===== config.mk =====
export PLATFORM = sky130hd
export DESIGN_NAME = misc_multicycle_ctrl
export DESIGN_NICKNAME = d
export VERILOG_FILES = /design/src/rtl/misc_multicycle_ctrl.sv
export SDC_FILE = /design/constraint.sdc
export NUM_CORES = 1
export LEC_CHECK = 0
export ABC_AREA = 1
export BUFFER_PORTS_ARGS = -buffer_cell sky130_fd_sc_hd__buf_2
export CAP_MARGIN = 15
export CORE_MARGIN = 5
export CORE_UTILIZATION = 26
export CTS_CLUSTER_DIAMETER = 50
export DETAILED_ROUTE_END_ITERATION = 16
export PLACE_DENSITY_LB_ADDON = 0.08
export SLEW_MARGIN = 20
export SYNTH_ARGS = -nofsm -noshare
export SYNTH_HDL_FRONTEND = slang
export SYNTH_SLANG_ARGS = --single-unit

===== constraint.sdc =====
create_clock -name clk -period 1.4 [get_ports clk]
set_clock_uncertainty 0.05 [all_clocks]
set_input_delay 0.14 -clock clk [delete_from_list [all_inputs] [get_ports clk]]
set_output_delay 0.14 -clock clk [all_outputs]
set_load 0.05 [all_outputs]

===== src/rtl/misc_multicycle_ctrl.sv =====
// misc_multicycle_ctrl: multicycle control FSM for the 16-bit MISC-V core.
// Sequences fetch / decode / execute / memory / writeback from IR opcode
// bits [2:0], drives the datapath selects and runs the req/ready handshake
// with the unified memory.
// Optional build macro: MISC_CTRL_MEM_TIMEOUT_EN adds a memory-stall
// watchdog that parks the FSM in FAULT and raises a sticky fault flag.
module misc_multicycle_ctrl #(
   parameter int TIMEOUT_CYCLES = 64,
   parameter int INSTRET_W      = 16
) (
   input  logic                 clk,
   input  logic                 rst_n,
   input  logic [15:0]          instr,
   input  logic                 mem_ready,
   input  logic                 branch_taken,
   input  logic                 halt_req,
   output logic                 mem_req,
   output logic                 mem_we,
   output logic                 mem_addr_sel,
   output logic                 ir_write,
   output logic                 pc_write,
   output logic [1:0]           pc_src,
   output logic                 alu_src_b,
   output logic                 reg_write,
   output logic [1:0]           wb_sel,
   output logic                 halted,
   output logic                 retire,
   output logic [INSTRET_W-1:0] instret,
   output logic                 fault
);

   localparam logic [3:0] S_RST      = 4'd0;
   localparam logic [3:0] S_FETCH    = 4'd1;
   localparam logic [3:0] S_DECODE   = 4'd2;
   localparam logic [3:0] S_EXEC     = 4'd3;
   localparam logic [3:0] S_ALU_WB   = 4'd4;
   localparam logic [3:0] S_MEM_ADDR = 4'd5;
   localparam logic [3:0] S_MEM_RD   = 4'd6;
   localparam logic [3:0] S_LOAD_WB  = 4'd7;
   localparam logic [3:0] S_MEM_WR   = 4'd8;
   localparam logic [3:0] S_BRANCH   = 4'd9;
   localparam logic [3:0] S_JUMP     = 4'd10;
   localparam logic [3:0] S_HALT     = 4'd11;
   localparam logic [3:0] S_FAULT    = 4'd12;

   logic [3:0]           r_state;
   logic [3:0]           w_nextState;
   logic [INSTRET_W-1:0] r_instret;
   logic                 w_reqState;
   logic                 w_timeoutHit;
   logic                 w_unusedInstrBits;

   // The upper IR bits carry immediates and register fields; only the
   // immediate generator and register file look at them.
   assign w_unusedInstrBits = ^instr[15:3];

   // States that hold a memory request open; decoded from the state alone so
   // the watchdog never depends on the output logic.
   assign w_reqState = (r_state == S_FETCH) || (r_state == S_MEM_RD) ||
                       (r_state == S_MEM_WR);

`ifdef MISC_CTRL_MEM_TIMEOUT_EN
   localparam int CNT_W = $clog2(TIMEOUT_CYCLES + 1);
   localparam logic [CNT_W-1:0] TIMEOUT_LAST = CNT_W'(TIMEOUT_CYCLES - 1);

   logic [CNT_W-1:0] r_timeoutCnt;
   logic             r_fault;
   logic             w_stall;

   assign w_stall      = w_reqState & ~mem_ready;
   assign w_timeoutHit = w_stall & (r_timeoutCnt == TIMEOUT_LAST);
   assign fault        = r_fault;

   // Stall watchdog: counts consecutive unanswered request cycles, restarts
   // whenever a request is answered or none is pending, and latches the fault.
   always_ff @(posedge clk) begin
      if (!rst_n) begin
         r_timeoutCnt <= '0;
         r_fault      <= 1'b0;
      end else begin
         if (w_stall) begin
            r_timeoutCnt <= r_timeoutCnt + CNT_W'(1);
         end else begin
            r_timeoutCnt <= '0;
         end
         if (w_timeoutHit) begin
            r_fault <= 1'b1;
         end
      end
   end
`else
   logic [31:0] w_unusedTimeoutCfg;

   // Without the watchdog the FSM waits on memory forever.
   assign w_unusedTimeoutCfg = 32'(TIMEOUT_CYCLES);
   assign w_timeoutHit       = 1'b0;
   assign fault              = 1'b0;
`endif

   assign instret = r_instret;

   // Next-state and output decode; every instruction's final cycle asserts
   // retire and then heads to HALT or back to FETCH depending on halt_req.
   always_comb begin
      w_nextState  = r_state;
      mem_req      = 1'b0;
      mem_we       = 1'b0;
      mem_addr_sel = 1'b0;
      ir_write     = 1'b0;
      pc_write     = 1'b0;
      pc_src       = 2'b00;
      alu_src_b    = 1'b0;
      reg_write    = 1'b0;
      wb_sel       = 2'b00;
      halted       = 1'b0;
      retire       = 1'b0;
      case (r_state)
         S_RST: begin
            w_nextState = S_FETCH;
         end
         S_FETCH: begin
            mem_req = 1'b1;
            if (mem_ready) begin
               ir_write    = 1'b1;
               pc_write    = 1'b1;
               w_nextState = S_DECODE;
            end
         end
         S_DECODE: begin
            case (instr[2:1])
               2'b00:   w_nextState = S_EXEC;
               2'b01:   w_nextState = S_MEM_ADDR;
               2'b10:   w_nextState = S_BRANCH;
               default: w_nextState = S_JUMP;
            endcase
         end
         S_EXEC: begin
            alu_src_b   = instr[0];
            w_nextState = S_ALU_WB;
         end
         S_ALU_WB: begin
            reg_write   = 1'b1;
            retire      = 1'b1;
            w_nextState = halt_req ? S_HALT : S_FETCH;
         end
         S_MEM_ADDR: begin
            alu_src_b   = 1'b1;
            w_nextState = instr[0] ? S_MEM_WR : S_MEM_RD;
         end
         S_MEM_RD: begin
            mem_req      = 1'b1;
            mem_addr_sel = 1'b1;
            if (mem_ready) begin
               w_nextState = S_LOAD_WB;
            end
         end
         S_LOAD_WB: begin
            reg_write   = 1'b1;
            wb_sel      = 2'b01;
            retire      = 1'b1;
            w_nextState = halt_req ? S_HALT : S_FETCH;
         end
         S_MEM_WR: begin
            mem_req      = 1'b1;
            mem_we       = 1'b1;
            mem_addr_sel = 1'b1;
            if (mem_ready) begin
               retire      = 1'b1;
               w_nextState = halt_req ? S_HALT : S_FETCH;
            end
         end
         S_BRANCH: begin
            pc_src      = 2'b01;
            pc_write    = branch_taken;
            retire      = 1'b1;
            w_nextState = halt_req ? S_HALT : S_FETCH;
         end
         S_JUMP: begin
            pc_write = 1'b1;
            pc_src   = 2'b10;
            retire   = 1'b1;
            if (instr[0]) begin
               reg_write = 1'b1;
               wb_sel    = 2'b10;
            end
            w_nextState = halt_req ? S_HALT : S_FETCH;
         end
         S_HALT: begin
            halted = 1'b1;
            if (!halt_req) begin
               w_nextState = S_FETCH;
            end
         end
         S_FAULT: begin
            w_nextState = S_FAULT;
         end
         default: begin
            w_nextState = S_RST;
         end
      endcase
      if (w_reqState && w_timeoutHit) begin
         w_nextState = S_FAULT;
      end
   end

   // State register and retired-instruction counter; the counter wraps
   // silently at all-ones.
   always_ff @(posedge clk) begin
      if (!rst_n) begin
         r_state   <= S_RST;
         r_instret <= '0;
      end else begin
         r_state <= w_nextState;
         if (retire) begin
            r_instret <= r_instret + INSTRET_W'(1);
         end
      end
   end

endmodule


==> flow_metrics.py, run 1 <==
metrics = {
    "layout": {
        "postLayoutCellArea_mm2": 0.00256,
        "drive_above_1_share_pct": 58.6,
        "diodes": 0,
        "instances_no_fill": 379,
        "syn_to_final_growth_pct": 90.2,
        "fillers": 508,
        "layout.nets": 335,
    },
    "sta": {
        "min_period_ps": 1560,
        "finalHoldViolCount": 0,
        "period_share_pct": 112,
        "max_freq_mhz": 639,
        "setup_viol": 18,
        "worst_slack_ps": -164,
        "rsz0062_at_grt": "yes",
        "slew_viol_final": 0,
    },
    "global_route": {
        "grt_pass1_vias": 1585,
        "grt_max_degree": 15,
        "grt_antenna_before_repair": 0,
        "grt-ovfl-total": 0,
        "grt.total_usage_pct": 12.9,
        "grt_first_pass_wirelength_mm": 6.84,
    },
    "hold_path": {
        "hp-start": "instr[0]",
        "hold_path.class": "primary input to flip-flop",
    },
    "setup_path": {
        "crit_buf_inv": 3,
        "reg2reg_from": "r_state[3]$_SDFFE_PN0P_",
        "required_ps": 1210,
        "critPathLaunch": "r_state[3]$_SDFFE_PN0P_",
        "worstPathMaxFanout": 4,
        "crit_family": "buffers and inverters",
        "cp-start-kind": "flip-flop",
        "regToRegSetupSlack_ps": -90,
        "arrival_ps": 1370,
        "slowest_delay_ps": 380,
        "end_kind": "primary output",
        "cpMaxStageDelayCell": "dfxtp_4",
        "path_cells": "buf_6, nor2_4, nand2_4, buf_4, nand3_2, buf_8",
        "crit_type": "flip-flop to primary output",
    },
    "logic_synthesis": {
        "synth.net_count": 252,
        "synth_common_cells": "nand2_1 (60), nor2_1 (43), inv_1 (33)",
        "ys_warn_count": 0,
        "synth_edf_count": 0,
        "synthArstFlopShare_pct": 0,
        "ys_ff_latch": 20,
        "synth.avg_cell_area_um2": 5.92,
        "synth_largest_area_cell": "dfxtp_1",
        "synth.top_cell.area_share_pct": 29.8,
        "synth_seq_area_share_pct": 29.8,
        "synth_flop_cell": "dfxtp_1",
        "synth_cell_types": 23,
        "synthTopCellsByArea": "dfxtp_1 (30%), nand2_1 (17%), nor2_1 (12%)",
        "synthMostInstantiatedCell": "nand2_1",
        "synth_cells": 227,
        "netlist_area_mm2": 0.00134,
    },
    "detailed_routing": {
        "drtIter0Drc": 51,
        "antenna_left": 0,
        "wire_per_inst_um": 10.9,
        "first_pass_iters": 6,
        "vias_per_cell": 4.37,
        "drc": 0,
        "vias": 1657,
        "routed_wirelength_mm": 4.12,
    },
    "cts": {
        "cts_buffers": 3,
        "h-tree-depth": 1,
        "cts_buffer_depth": 2,
        "cts_tree": "done",
        "path_clk_slew_ps": 80,
        "insertion_delay_ps": 270,
        "cts_root_buffer": "clkbuf_8",
        "clock-sinks": 20,
    },
    "floorplanning": {
        "ios": 51,
        "die_h_um": 81.9,
        "dieWidth_um": 81.9,
        "core_area_mm2": 0.00507,
        "fp-row-count": 26,
        "start_util_pct": 26.5,
        "die-area_mm2": 0.00671,
    },
    "pwr": {
        "ir_worst_vdd_v": 0.00108,
        "power.density_mw_per_mm2": 1340,
        "internal_power_mw": 1.97,
        "power.combinational.fraction_pct": 62.7,
        "swShare_pct": 42.6,
        "p_sw_mw": 1.46,
        "p_seq_share_pct": 22.0,
        "p_leak_nw": 1.13,
        "p_clk_share_pct": 15.3,
    },
    "place": {
        "place.gp.congestion": 0.793,
        "dpl.hpwl_mm": 3.04,
        "placedCellCount": 359,
        "port-buffer-count": 36,
        "placed_area_mm2": 0.00195,
    },
    "run": {
        "maxCapViolations": 0,
    },
    "outcome": {
        "violations": "setup timing",
        "status": "complete, but fails checks",
    },
}
==> cell usage in the layout (no fill, tap or decap), types with 7 or more instances in the layout <==
master and n:
a21oi_2 12, inv_1 24, dfxtp_4 8, buf_6 20, nand2_2 10, nand2_1 46, dfxtp_2 10, nor2_1 24
nor2_4 11, nand3_2 9, buf_8 7, buf_2 23, o21ai_1 7, nand3_1 8, nor2_2 8, buf_4 31
==> path summary, 6_finish.rpt <==
kind | to | cells after the start
setup / recovery | mem_req | 6
hold / removal | r_state[2]$_SDFFE_PN0P_ | 4
hold reg to reg | instret[12]$_SDFFE_PN0P_ | 2
setup reg to reg | r_state[3]$_SDFFE_PN0P_ | 10
==> power groups by stage <==
stage	Clock, mW	Combinational [mW]	Sequential (mW)
floorplan	0	0.907	0.752
global placement	0	1.47	0.720
detailed placement	0	1.47	0.720
CTS	0.550	1.92	0.742
global route	0.567	2.31	0.760
finish	0.524	2.15	0.753
==> through the flow <==
step	TNS [ps]	setup slack, ps	total power [mW]	util [%]	hold WS, ps
final	-1570	-164	3.43	50.4	142
after global routing	-3740	-221	3.64	50.4	156
after CTS	-2060	-178	3.21	46.0	136
after detailed placement	-391	-83.1	2.19	38.5	425
after global placement	-360	-67.0	2.19	38.5	434
after floorplan	-110	-76.3	1.66	-	217
==> worst reg2reg max path: cells and delay by family, from the launching register on <==
kind,cells,cell delay (ps)
compound gates,1,120
buf+inv,4,390
flops,1,380
simple gates,5,500
==> layout make-up <==
cell class / count / area [um^2] / share of cell area, %
inverter: 34 / 143 / 5.58
sequential: 20 / 443 / 17.3
clock buffer: 4 / 66.3 / 2.59
timing repair buffer: 83 / 726 / 28.4
tap: 70 / 87.6 / 3.43
multi-input combinational: 168 / 1090 / 42.7
==> kinds of logic after synthesis <==
family	synth area share (%)
adder cells (fa/ha/maj)	3.72
AND/OR/NAND/NOR	41.6
AO/OA/AOI/OAI	12.0
flip-flops	29.8
other	0.279
buffers and inverters	12.6
==> what timing repair did <==
item | 4_1_cts | 5_1_grt
pin swaps | 10 | 19
setup buffers | 9 | 7
resized for setup | 67 | 59
setup endpoints to repair | 26 | 33
hold buffers | 0 | 0
cloned | 1 | 0
==> layer usage <==
metal	track usage, %	vias up	part of all wire (%)
met2	23.4	29	51
met5	0	-	0
li1	-	885	-
met4	4.82	0	2.9
met1	14.8	733	42
met3	2.19	10	3.7
==> state kept, by name, summed over array words and instances, names as in the netlist <==
register  flops
r_state       4
instret      16
Power figures use the tool's default switching activity.
==> run 2: changes to the inputs <==
- RECOVER_POWER: not set -> 25
==> flow_metrics.py, run 2 (same netlist as run 1, synthesis figures left out) <==
metrics = {
    "setup_path": {
        "cp-start-kind": "flip-flop",
        "rr_worst_depth": 10,
        "arrival_ps": 1370,
        "crit_buf_inv": 3,
        "slowest_delay_ps": 380,
        "cp.depth": 6,
        "path_cells": "buf_6, nor2_4, nand2_4, buf_4, nand3_2, buf_8",
        "end_kind": "primary output",
        "crit_type": "flip-flop to primary output",
        "required_ps": 1210,
        "cpMaxStageDelayCell": "dfxtp_4",
        "worstPathMaxFanout": 4,
        "crit_family": "buffers and inverters",
    },
    "detailed_routing": {
        "drtIter0Drc": 51,
        "first_pass_iters": 6,
        "wire_per_inst_um": 10.9,
        "vias": 1657,
        "vias_per_cell": 4.37,
        "drc": 0,
        "antenna_left": 0,
        "routed_wirelength_mm": 4.12,
    },
    "cts": {
        "ctsHoldBuffers": 0,
        "h-tree-depth": 1,
        "cts_tree": "done",
        "cts_buffers": 3,
        "insertion_delay_ps": 270,
        "cts_buffer_depth": 2,
        "cts_root_buffer": "clkbuf_8",
        "path_clk_slew_ps": 80,
        "clock-sinks": 20,
    },
    "floorplanning": {
        "die-area_mm2": 0.00671,
        "ios": 51,
        "core_area_mm2": 0.00507,
        "die_h_um": 81.9,
        "fp-row-count": 26,
        "start_util_pct": 26.5,
        "dieWidth_um": 81.9,
    },
    "layout": {
        "ff_latch_area_um2": 443,
        "syn_to_final_growth_pct": 90.0,
        "final_util_pct": 50.3,
        "drive_above_1_share_pct": 57.9,
        "fillers": 507,
        "largest_reg_flops": 16,
        "layout.nets": 335,
        "layout_commonest_cell": "nand2_1",
        "layout_common_cells": "nand2_1 (46), buf_4 (31), inv_1 (24), nor2_1 (24), buf_6 (20)",
        "multiInputGateArea_mm2": 0.00109,
        "diodes": 0,
    },
    "place": {
        "port-buffer-count": 36,
        "place.gp.congestion": 0.793,
        "dpl.hpwl_mm": 3.04,
    },
    "outcome": {
        "violations": "setup timing",
        "status": "complete, but fails checks",
    },
    "pwr": {
        "power_mw": 3.43,
        "power.density_mw_per_mm2": 1340,
        "p_leak_nw": 1.12,
        "ir_worst_vdd_v": 0.00108,
    },
    "hold_path": {
        "holdPathStages": 4,
        "hold_path.class": "primary input to flip-flop",
    },
    "sta": {
        "finalHoldViolCount": 0,
        "setup_viol": 18,
        "fin_tns_setup_ps": -1570,
        "relSlewSlack_pct": 60.7,
        "slew_viol_final": 0,
        "max_freq_mhz": 639,
        "min_period_ps": 1560,
        "rsz0062_at_grt": "yes",
        "worst_slack_ps": -164,
        "tightest_slew_ps": 593,
        "period_share_pct": 112,
        "fin_hold_ws_ps": 142,
    },
    "global_route": {
        "grt_pass1_vias": 1585,
        "grt-ovfl-total": 0,
        "grt.total_usage_pct": 12.9,
        "grt_max_degree": 15,
        "grt_antenna_before_repair": 0,
        "grt_first_pass_wirelength_mm": 6.84,
    },
    "run": {
        "maxCapViolations": 0,
    },
}
-- run 2: changes by cell type in the layout (fill, tap and decap cells not counted), sizes merged --
cell / previous run / this run
buf: 83 / 79
clkbuf: 4 / 8
-- run 2: worst reg2reg max path, delay by kind of cell (launching register included) --
| family | cells | cell delay (ps) |
|---|---|---|
| DFF | 1 | 380 |
| AOI/OAI and AO/OA | 1 | 120 |
| and+or+nand+nor | 5 | 500 |
| buffers and inverters | 4 | 390 |
-- run 2: per-stage QoR --
stage                     instances  setup WS (ps)  area (um^2)
after detailed placement        359          -83.1         1950
final                           379           -164         2550
after global routing            379           -221         2550
after global placement          359          -67.0         1950
after floorplan                 227          -76.3         1490
after CTS                       373           -178         2330
-- run 2: routing by layer --
metal	track usage, %	vias up	part of all wire [%]
met5	0	-	0
li1	-	885	-
met3	2.19	10	3.7
met2	23.4	29	51
met1	14.8	733	43
met4	4.82	0	2.9
-- run 2: power by group --
part           internal (mW)  switching [mW]
combinational           1.02            1.13
sequential             0.636           0.117
clock                  0.310           0.214
total                   1.97            1.46
-- run 2: what timing repair did --
item,in CTS,in global routing
setup endpoints to repair,26,33
gates resized for setup,67,59
gates cloned,1,0
setup buffers,9,7
pin swaps,10,19
-- run 2: final timing paths --
| kind | startpoint | to | slack [ps] |
|---|---|---|---|
| min | instr[0] | r_state[2]$_SDFFE_PN0P_ | 140 |
| max | r_state[3]$_SDFFE_PN0P_ | mem_req | -160 |
| max reg2reg | r_state[3]$_SDFFE_PN0P_ | r_state[3]$_SDFFE_PN0P_ | -90 |
| min reg2reg | instret[12]$_SDFFE_PN0P_ | instret[12]$_SDFFE_PN0P_ | 450 |
-- run 2: layout make-up --
type	instances	share of cell area [%]
clock buffers	4	2.60
inverters	34	5.59
multi-input cells	168	42.7
flip-flops and latches	20	17.3
well taps	70	3.43
repair buffers	83	28.3
